**config.mk**
```make
export PLATFORM = sky130hd
export DESIGN_NAME = ppe_wrr_lock_flat
export DESIGN_NICKNAME = d
export VERILOG_FILES = /design/src/rtl/ppe_wrr_lock_if.sv /design/src/rtl/ppe_wrr_lock.sv /design/src/flat_wrapper.sv
export SDC_FILE = /design/constraint.sdc
export NUM_CORES = 1
export LEC_CHECK = 0
export ABC_CLOCK_PERIOD_IN_PS = 9700
export CAP_MARGIN = 0
export CORE_ASPECT_RATIO = 2
export CORE_MARGIN = 2
export CORE_UTILIZATION = 55
export DETAILED_ROUTE_END_ITERATION = 7
export PLACE_DENSITY = 0.83
export SETUP_SLACK_MARGIN = 0.02
export SLEW_MARGIN = 20
export SYNTH_ARGS = -nofsm -noshare
export SYNTH_HDL_FRONTEND = slang
export SYNTH_SLANG_ARGS = --single-unit
```
**constraint.sdc**
```tcl
create_clock -name clk -period 9.7 [get_ports clk]
set_input_delay 1.455 -clock clk [delete_from_list [all_inputs] [get_ports clk]]
set_output_delay 1.455 -clock clk [all_outputs]
set_load 0.02 [all_outputs]
```
**src/rtl/ppe_wrr_lock_if.sv**
```systemverilog
// Request/grant bundle for the packet-locking weighted round-robin arbiter.
// Requester i is bit [i] of the [0:N-1] vectors and bits [i*W +: W] of i_weight.
interface ppe_wrr_lock_if #(
  parameter int unsigned N = 4,
  parameter int unsigned W = 4
);
  logic [0:N-1]   i_request;
  logic [0:N-1]   i_tail;
  logic [N*W-1:0] i_weight;
  logic           i_mode;
  logic [0:N-1]   o_grant;
  logic           o_locked;

  modport master (
    output i_request,
    output i_tail,
    output i_weight,
    output i_mode,
    input  o_grant,
    input  o_locked
  );

  modport slave (
    input  i_request,
    input  i_tail,
    input  i_weight,
    input  i_mode,
    output o_grant,
    output o_locked
  );
endinterface

```
**src/rtl/ppe_wrr_lock.sv**
```systemverilog
// Round-robin / weighted round-robin arbiter that holds the grant for the
// whole of a multi-flit packet and spends per-requester credit per packet.
module ppe_wrr_lock #(
  parameter int unsigned N = 4,
  parameter int unsigned W = 4
) (
  input  logic           clk,
  input  logic           reset,
  input  logic           ce,
  ppe_wrr_lock_if.slave  bus
);

  localparam logic [0:N-1] PrioReset = {1'b1, {(N-1){1'b0}}};

  logic [0:N-1] prio_q, prio_d;
  logic         lock_q, lock_d;
  logic [0:N-1] owner_q, owner_d;
  logic [W-1:0] credit_q, credit_d;

  logic [0:N-1] grant;
  logic [0:N-1] next_oh;
  logic         grant_tail;
  logic [W-1:0] grant_weight;
  logic [W-1:0] ew, cur, c;

  // State register
  always_ff @(posedge clk) begin
    if (reset) begin
      prio_q   <= PrioReset;
      lock_q   <= 1'b0;
      owner_q  <= '0;
      credit_q <= '0;
    end else if (ce) begin
      prio_q   <= prio_d;
      lock_q   <= lock_d;
      owner_q  <= owner_d;
      credit_q <= credit_d;
    end
  end

  // Output: grant is purely combinational from state and requests
  always_comb begin
    grant = '0;
    if (lock_q) begin
      // An idle owner yields a bubble; nobody else may take the slot.
      grant = owner_q & bus.i_request;
    end else begin
      for (int off = 0; off < N; off++) begin
        for (int i = 0; i < N; i++) begin
          if (prio_q[i] && bus.i_request[(i + off) % N] && (grant == '0)) begin
            grant[(i + off) % N] = 1'b1;
          end
        end
      end
    end
    bus.o_grant  = grant;
    bus.o_locked = lock_q;
  end

  // Next-state
  always_comb begin
    prio_d       = prio_q;
    lock_d       = lock_q;
    owner_d      = owner_q;
    credit_d     = credit_q;
    grant_tail   = |(grant & bus.i_tail);
    grant_weight = '0;
    next_oh      = '0;
    for (int i = 0; i < N; i++) begin
      if (grant[i]) grant_weight = bus.i_weight[i*W +: W];
      next_oh[(i + 1) % N] = grant[i];
    end
    ew  = (bus.i_mode && (grant_weight != '0)) ? grant_weight : W'(1);
    cur = ((grant == prio_q) && (credit_q != '0)) ? credit_q : ew;
    c   = cur - W'(1);

    if (grant != '0) begin
      if (!grant_tail) begin
        lock_d  = 1'b1;
        owner_d = grant;
      end else begin
        lock_d  = 1'b0;
        owner_d = '0;
        if (c != '0) begin
          prio_d   = grant;
          credit_d = c;
        end else begin
          prio_d   = next_oh;
          credit_d = '0;
        end
      end
    end
  end

endmodule

```
**src/flat_wrapper.sv**
```systemverilog
// flat-port wrapper written by rule: the top's interface ports become plain ports
module ppe_wrr_lock_flat 
#(
  parameter int unsigned N = 4,
  parameter int unsigned W = 4
)
  (clk, reset, ce, bus_i_request, bus_i_tail, bus_i_weight, bus_i_mode, bus_o_grant, bus_o_locked);
  ppe_wrr_lock_if #(.N(N), .W(W)) bus_i ();
  input  logic clk;
  input  logic reset;
  input  logic ce;
  input wire logic [$bits(bus_i.i_request)-1:0] bus_i_request;
  input wire logic [$bits(bus_i.i_tail)-1:0] bus_i_tail;
  input wire logic [$bits(bus_i.i_weight)-1:0] bus_i_weight;
  input wire logic [$bits(bus_i.i_mode)-1:0] bus_i_mode;
  output wire logic [$bits(bus_i.o_grant)-1:0] bus_o_grant;
  output wire logic [$bits(bus_i.o_locked)-1:0] bus_o_locked;
  assign bus_i.i_request = bus_i_request;
  assign bus_i.i_tail = bus_i_tail;
  assign bus_i.i_weight = bus_i_weight;
  assign bus_i.i_mode = bus_i_mode;
  assign bus_o_grant = bus_i.o_grant;
  assign bus_o_locked = bus_i.o_locked;
  ppe_wrr_lock #(.N(N), .W(W)) u_core (.clk(clk), .reset(reset), .ce(ce), .bus(bus_i));
endmodule
```
==> impl_results.md <==
* Die span in y at 87.41 µm
* Worst clock skew at 0.003061 ns
* DP HPWL at approximately 4200 µm
* Antenna violations before repair at 0
* Post-synth top area cell: sky130_fd_sc_hd__dfxtp_1
* Maximum clock frequency at 173.5 MHz
* Overall die area at 3995 µm²
* Clock network fraction of design power at 0.060
* Root buf cell: sky130_fd_sc_hd__clkbuf_8
* Setup Crit Path Kind: input port to register
* Predominant post-synthesis flop cell: sky130_fd_sc_hd__dfxtp_1
* Post-layout min period at 5.763 ns
* Port Buffers at 32
* Mean instance size in the synthesized netlist at 8.391 µm²
* Mapped Cells at 228
* Count of buffers added by post-CTS timing repair for setup at 0
* Post-synthesis sequential area ratio at 0.1360
* Final-report hold violation count at 0
* Kind of start point of the critical path: input port
* Nets in the synthesized netlist at 258
* Setup slack after placement at ~3.7 ns
* Skew-Pair Late Insertion Delay at 0.25 ns
* Worst endpoint data arrival time at 5.87 ns
* Via-per-instance ratio at about 7.0
* Boundary pin count at 33
* VDD IR-drop max at 0.0002849 V
* Sequential fraction of design power at 0.140
* Placer Congestion at ~1
* # rows at 30
* Min setup slack post-route at 3.937 ns
* Power spent charging and discharging nets at 487.6 µW
* Number of nets in the layout at 280
* EDFF count, synth at 0
* Pin slew with the least headroom to its limit at 0.7114 ns
* Number of synthesized register bits at 13
* Post-cts gate resize count at 0
* Maximum level of the CTS H-tree at 1
* Accumulated negative setup slack at 0 ns
* Floorplan die width at 45.71 µm
* Total core area at 3378 µm²
* Req. time, crit path at between 9 and 10 ns
* Share of post-route cells with drive strength above 1 at 0.1687
* Number of inserted diodes at 0
* Starting density of the core at 0.5663
* P per Cell Area at approximately 390 nW/µm²
* Clock tree from TritonCTS: yes
* Total via count after detailed routing at between 1,500 and 2,000
* RSZ-0062 raised after global routing: no
* Worst Setup End Kind: register
* Cell Int Power at 367.2 µW
* Area growth from synthesis to layout at 13.34%
* Starting DRT DRC Count at 53
* Most area-consuming cells after synthesis: sky130_fd_sc_hd__dfxtp_1 (14%), sky130_fd_sc_hd__buf_6 (4.1%), sky130_fd_sc_hd__nand2_1 (4.1%), sky130_fd_sc_hd__a21oi_1 (3.7%), sky130_fd_sc_hd__nand3_1 (2.6%)
* Hold buffer count at CTS at 0
* Average wire length per cell after detail routing at 19.01 µm
* Max cap viols at 0
* First-pass GRT wire length at 8514 µm
* Yosys Warn Count at 0
* Global router's overall resource usage at 0.2843
* Number of design rule violations left after detail routing at 0
* Via count of the first global-routing pass at 1,818
* Overflow left after global routing at 0
* Share of the synthesized area in the top cell type at 0.1360
* Most common cell in the netlist: sky130_fd_sc_hd__nand2_1
* Combinational power share at 0.801
* Max-Slew Margin vs Limit at 0.5207
* Clock sink total at 13
* Mapped Area at roughly 1900 µm²
* Total iterations of the first detailed-routing run at 4
* Share of synthesized registers carrying an async set or reset at 0
* Top cells by instance count after synthesis: sky130_fd_sc_hd__nand2_1 (21), sky130_fd_sc_hd__a21oi_1 (14), sky130_fd_sc_hd__dfxtp_1 (13), sky130_fd_sc_hd__inv_1 (13), sky130_fd_sc_hd__nor2_1 (12)
* Clk pin slew, worst setup/hold paths at 0.06 ns
* Static Leakage at about 0.0008 µW
* Pin count of the biggest net entering global routing at 19
* Pins over their slew limit at 0
* Count of cell types in the netlist at 84
* Total routed wirelength at 5343 µm
* ANT nets after route at 0
* Result of the run: complete, no violations
* Sw frac at 0.5705
* Buffer levels on the longest clock path at 2
* Num CTS Buffers at 3
* Maximum net fanout on the critical path at 15
* Final setup violating endpoints at 0
* Type of the tightest min-delay check: register to register
* Post-route fraction of the period consumed by the critical path at 0.5941
-- through the flow --
stage | hold slack [ns] | cell area (µm²) | power [µW] | instances | utilization
floorplan | 0.4569 | 1913 | 690.6 | 228 | -
global placement | 0.4706 | 2123 | 786.5 | 277 | 0.6285
CTS | 0.4889 | 2168 | 845.0 | 281 | 0.6419
global route | 0.5115 | 2168 | 918.2 | 281 | 0.6419
finish | 0.4842 | 2168 | 854.8 | 281 | 0.6419
detailed placement | 0.4804 | 2123 | 792.6 | 277 | 0.6285
-- critical path: stages --
cell and delay [ns]:
sky130_fd_sc_hd__clkdlybuf4s50_1 0.65, sky130_fd_sc_hd__nand4bb_1 0.36, sky130_fd_sc_hd__a31oi_4 0.30, sky130_fd_sc_hd__o21ai_2 0.13, sky130_fd_sc_hd__a32o_2 0.29, sky130_fd_sc_hd__nor2_4 0.25
sky130_fd_sc_hd__inv_2 0.17, sky130_fd_sc_hd__or4_1 0.41, sky130_fd_sc_hd__a31o_1 0.22, sky130_fd_sc_hd__nor2_1 0.10, sky130_fd_sc_hd__o32a_1 0.22, sky130_fd_sc_hd__inv_1 0.06
sky130_fd_sc_hd__ha_1 0.18, sky130_fd_sc_hd__inv_1 0.13, sky130_fd_sc_hd__nor4b_4 0.07, sky130_fd_sc_hd__or3_4 0.44, sky130_fd_sc_hd__o31ai_1 0.29, sky130_fd_sc_hd__o311ai_1 0.14
-- layout by cell type, fill, tap and decap left out, types with 4 or more instances in the layout --
cell type | synthesis | layout
sky130_fd_sc_hd__a21oi_1 | 14 | 14
sky130_fd_sc_hd__nand4_1 | 6 | 6
sky130_fd_sc_hd__o31ai_1 | 5 | 5
sky130_fd_sc_hd__nand3b_1 | 4 | 4
sky130_fd_sc_hd__dfxtp_1 | 13 | 13
sky130_fd_sc_hd__nor2_1 | 12 | 12
sky130_fd_sc_hd__nor3_1 | 7 | 7
sky130_fd_sc_hd__o21ai_0 | 7 | 7
sky130_fd_sc_hd__nand3_1 | 10 | 10
sky130_fd_sc_hd__o211ai_1 | 5 | 5
sky130_fd_sc_hd__inv_1 | 13 | 13
sky130_fd_sc_hd__clkdlybuf4s50_1 | 0 | 32
sky130_fd_sc_hd__nand2_1 | 21 | 21
sky130_fd_sc_hd__a22oi_1 | 4 | 4
-- per-layer routing --
metal | wire [µm] | global-route usage | vias up | part of all wire
li1 | - | - | 937 | -
met1 | 1980 | 0.3031 | 932 | 0.37
met2 | 2915 | 0.4942 | 65 | 0.55
met3 | 170 | 0.03527 | 24 | 0.032
met4 | 277 | 0.1792 | 0 | 0.052
met5 | 0 | 0 | - | 0
-- area by class of cell --
class,count,area (µm²)
repair buffers,32,320.3
inverters,15,58.81
fillers,300,1210
multi-input cells,185,1444
flip-flops and latches,13,260.3
well taps,32,40.04
clock buffers,4,45.04
-- power by group through the flow --
stage / registers, µW / logic (µW) / clock network, µW
finish: 119 / 684 / 51.1
global route: 123 / 742 / 53.0
CTS: 118 / 676 / 51.0
detailed placement: 119 / 674 / 0
global placement: 119 / 668 / 0
floorplan: 90.2 / 600 / 0
-- worst paths after layout --
path                   endpoint  cells after the start  slack, ns                from
min          u_core.credit_q[3]                      2       0.48  u_core.credit_q[3]
min reg2reg  u_core.credit_q[3]                      2       0.48  u_core.credit_q[3]
max            u_core.prio_q[3]                     18       3.94    bus_i_request[3]
max reg2reg    u_core.prio_q[3]                     17       5.18    u_core.prio_q[0]
-- sequential cells by signal, summed over array words and instances, names as in the netlist --
register and count:
u_core.owner_q 4, u_core.prio_q 4, u_core.credit_q 4, u_core.bus.o_locked 1
-- kinds of logic after synthesis --
logic type      after synthesis  share of synthesized area
flops                        13                     0.1360
fa+ha+maj                     2                    0.01308
xor+xnor                      1                   0.004579
buf+inv                      30                     0.1092
simple gates                 93                     0.3166
compound gates               89                     0.4206
(Power assumes the default switching activity.)
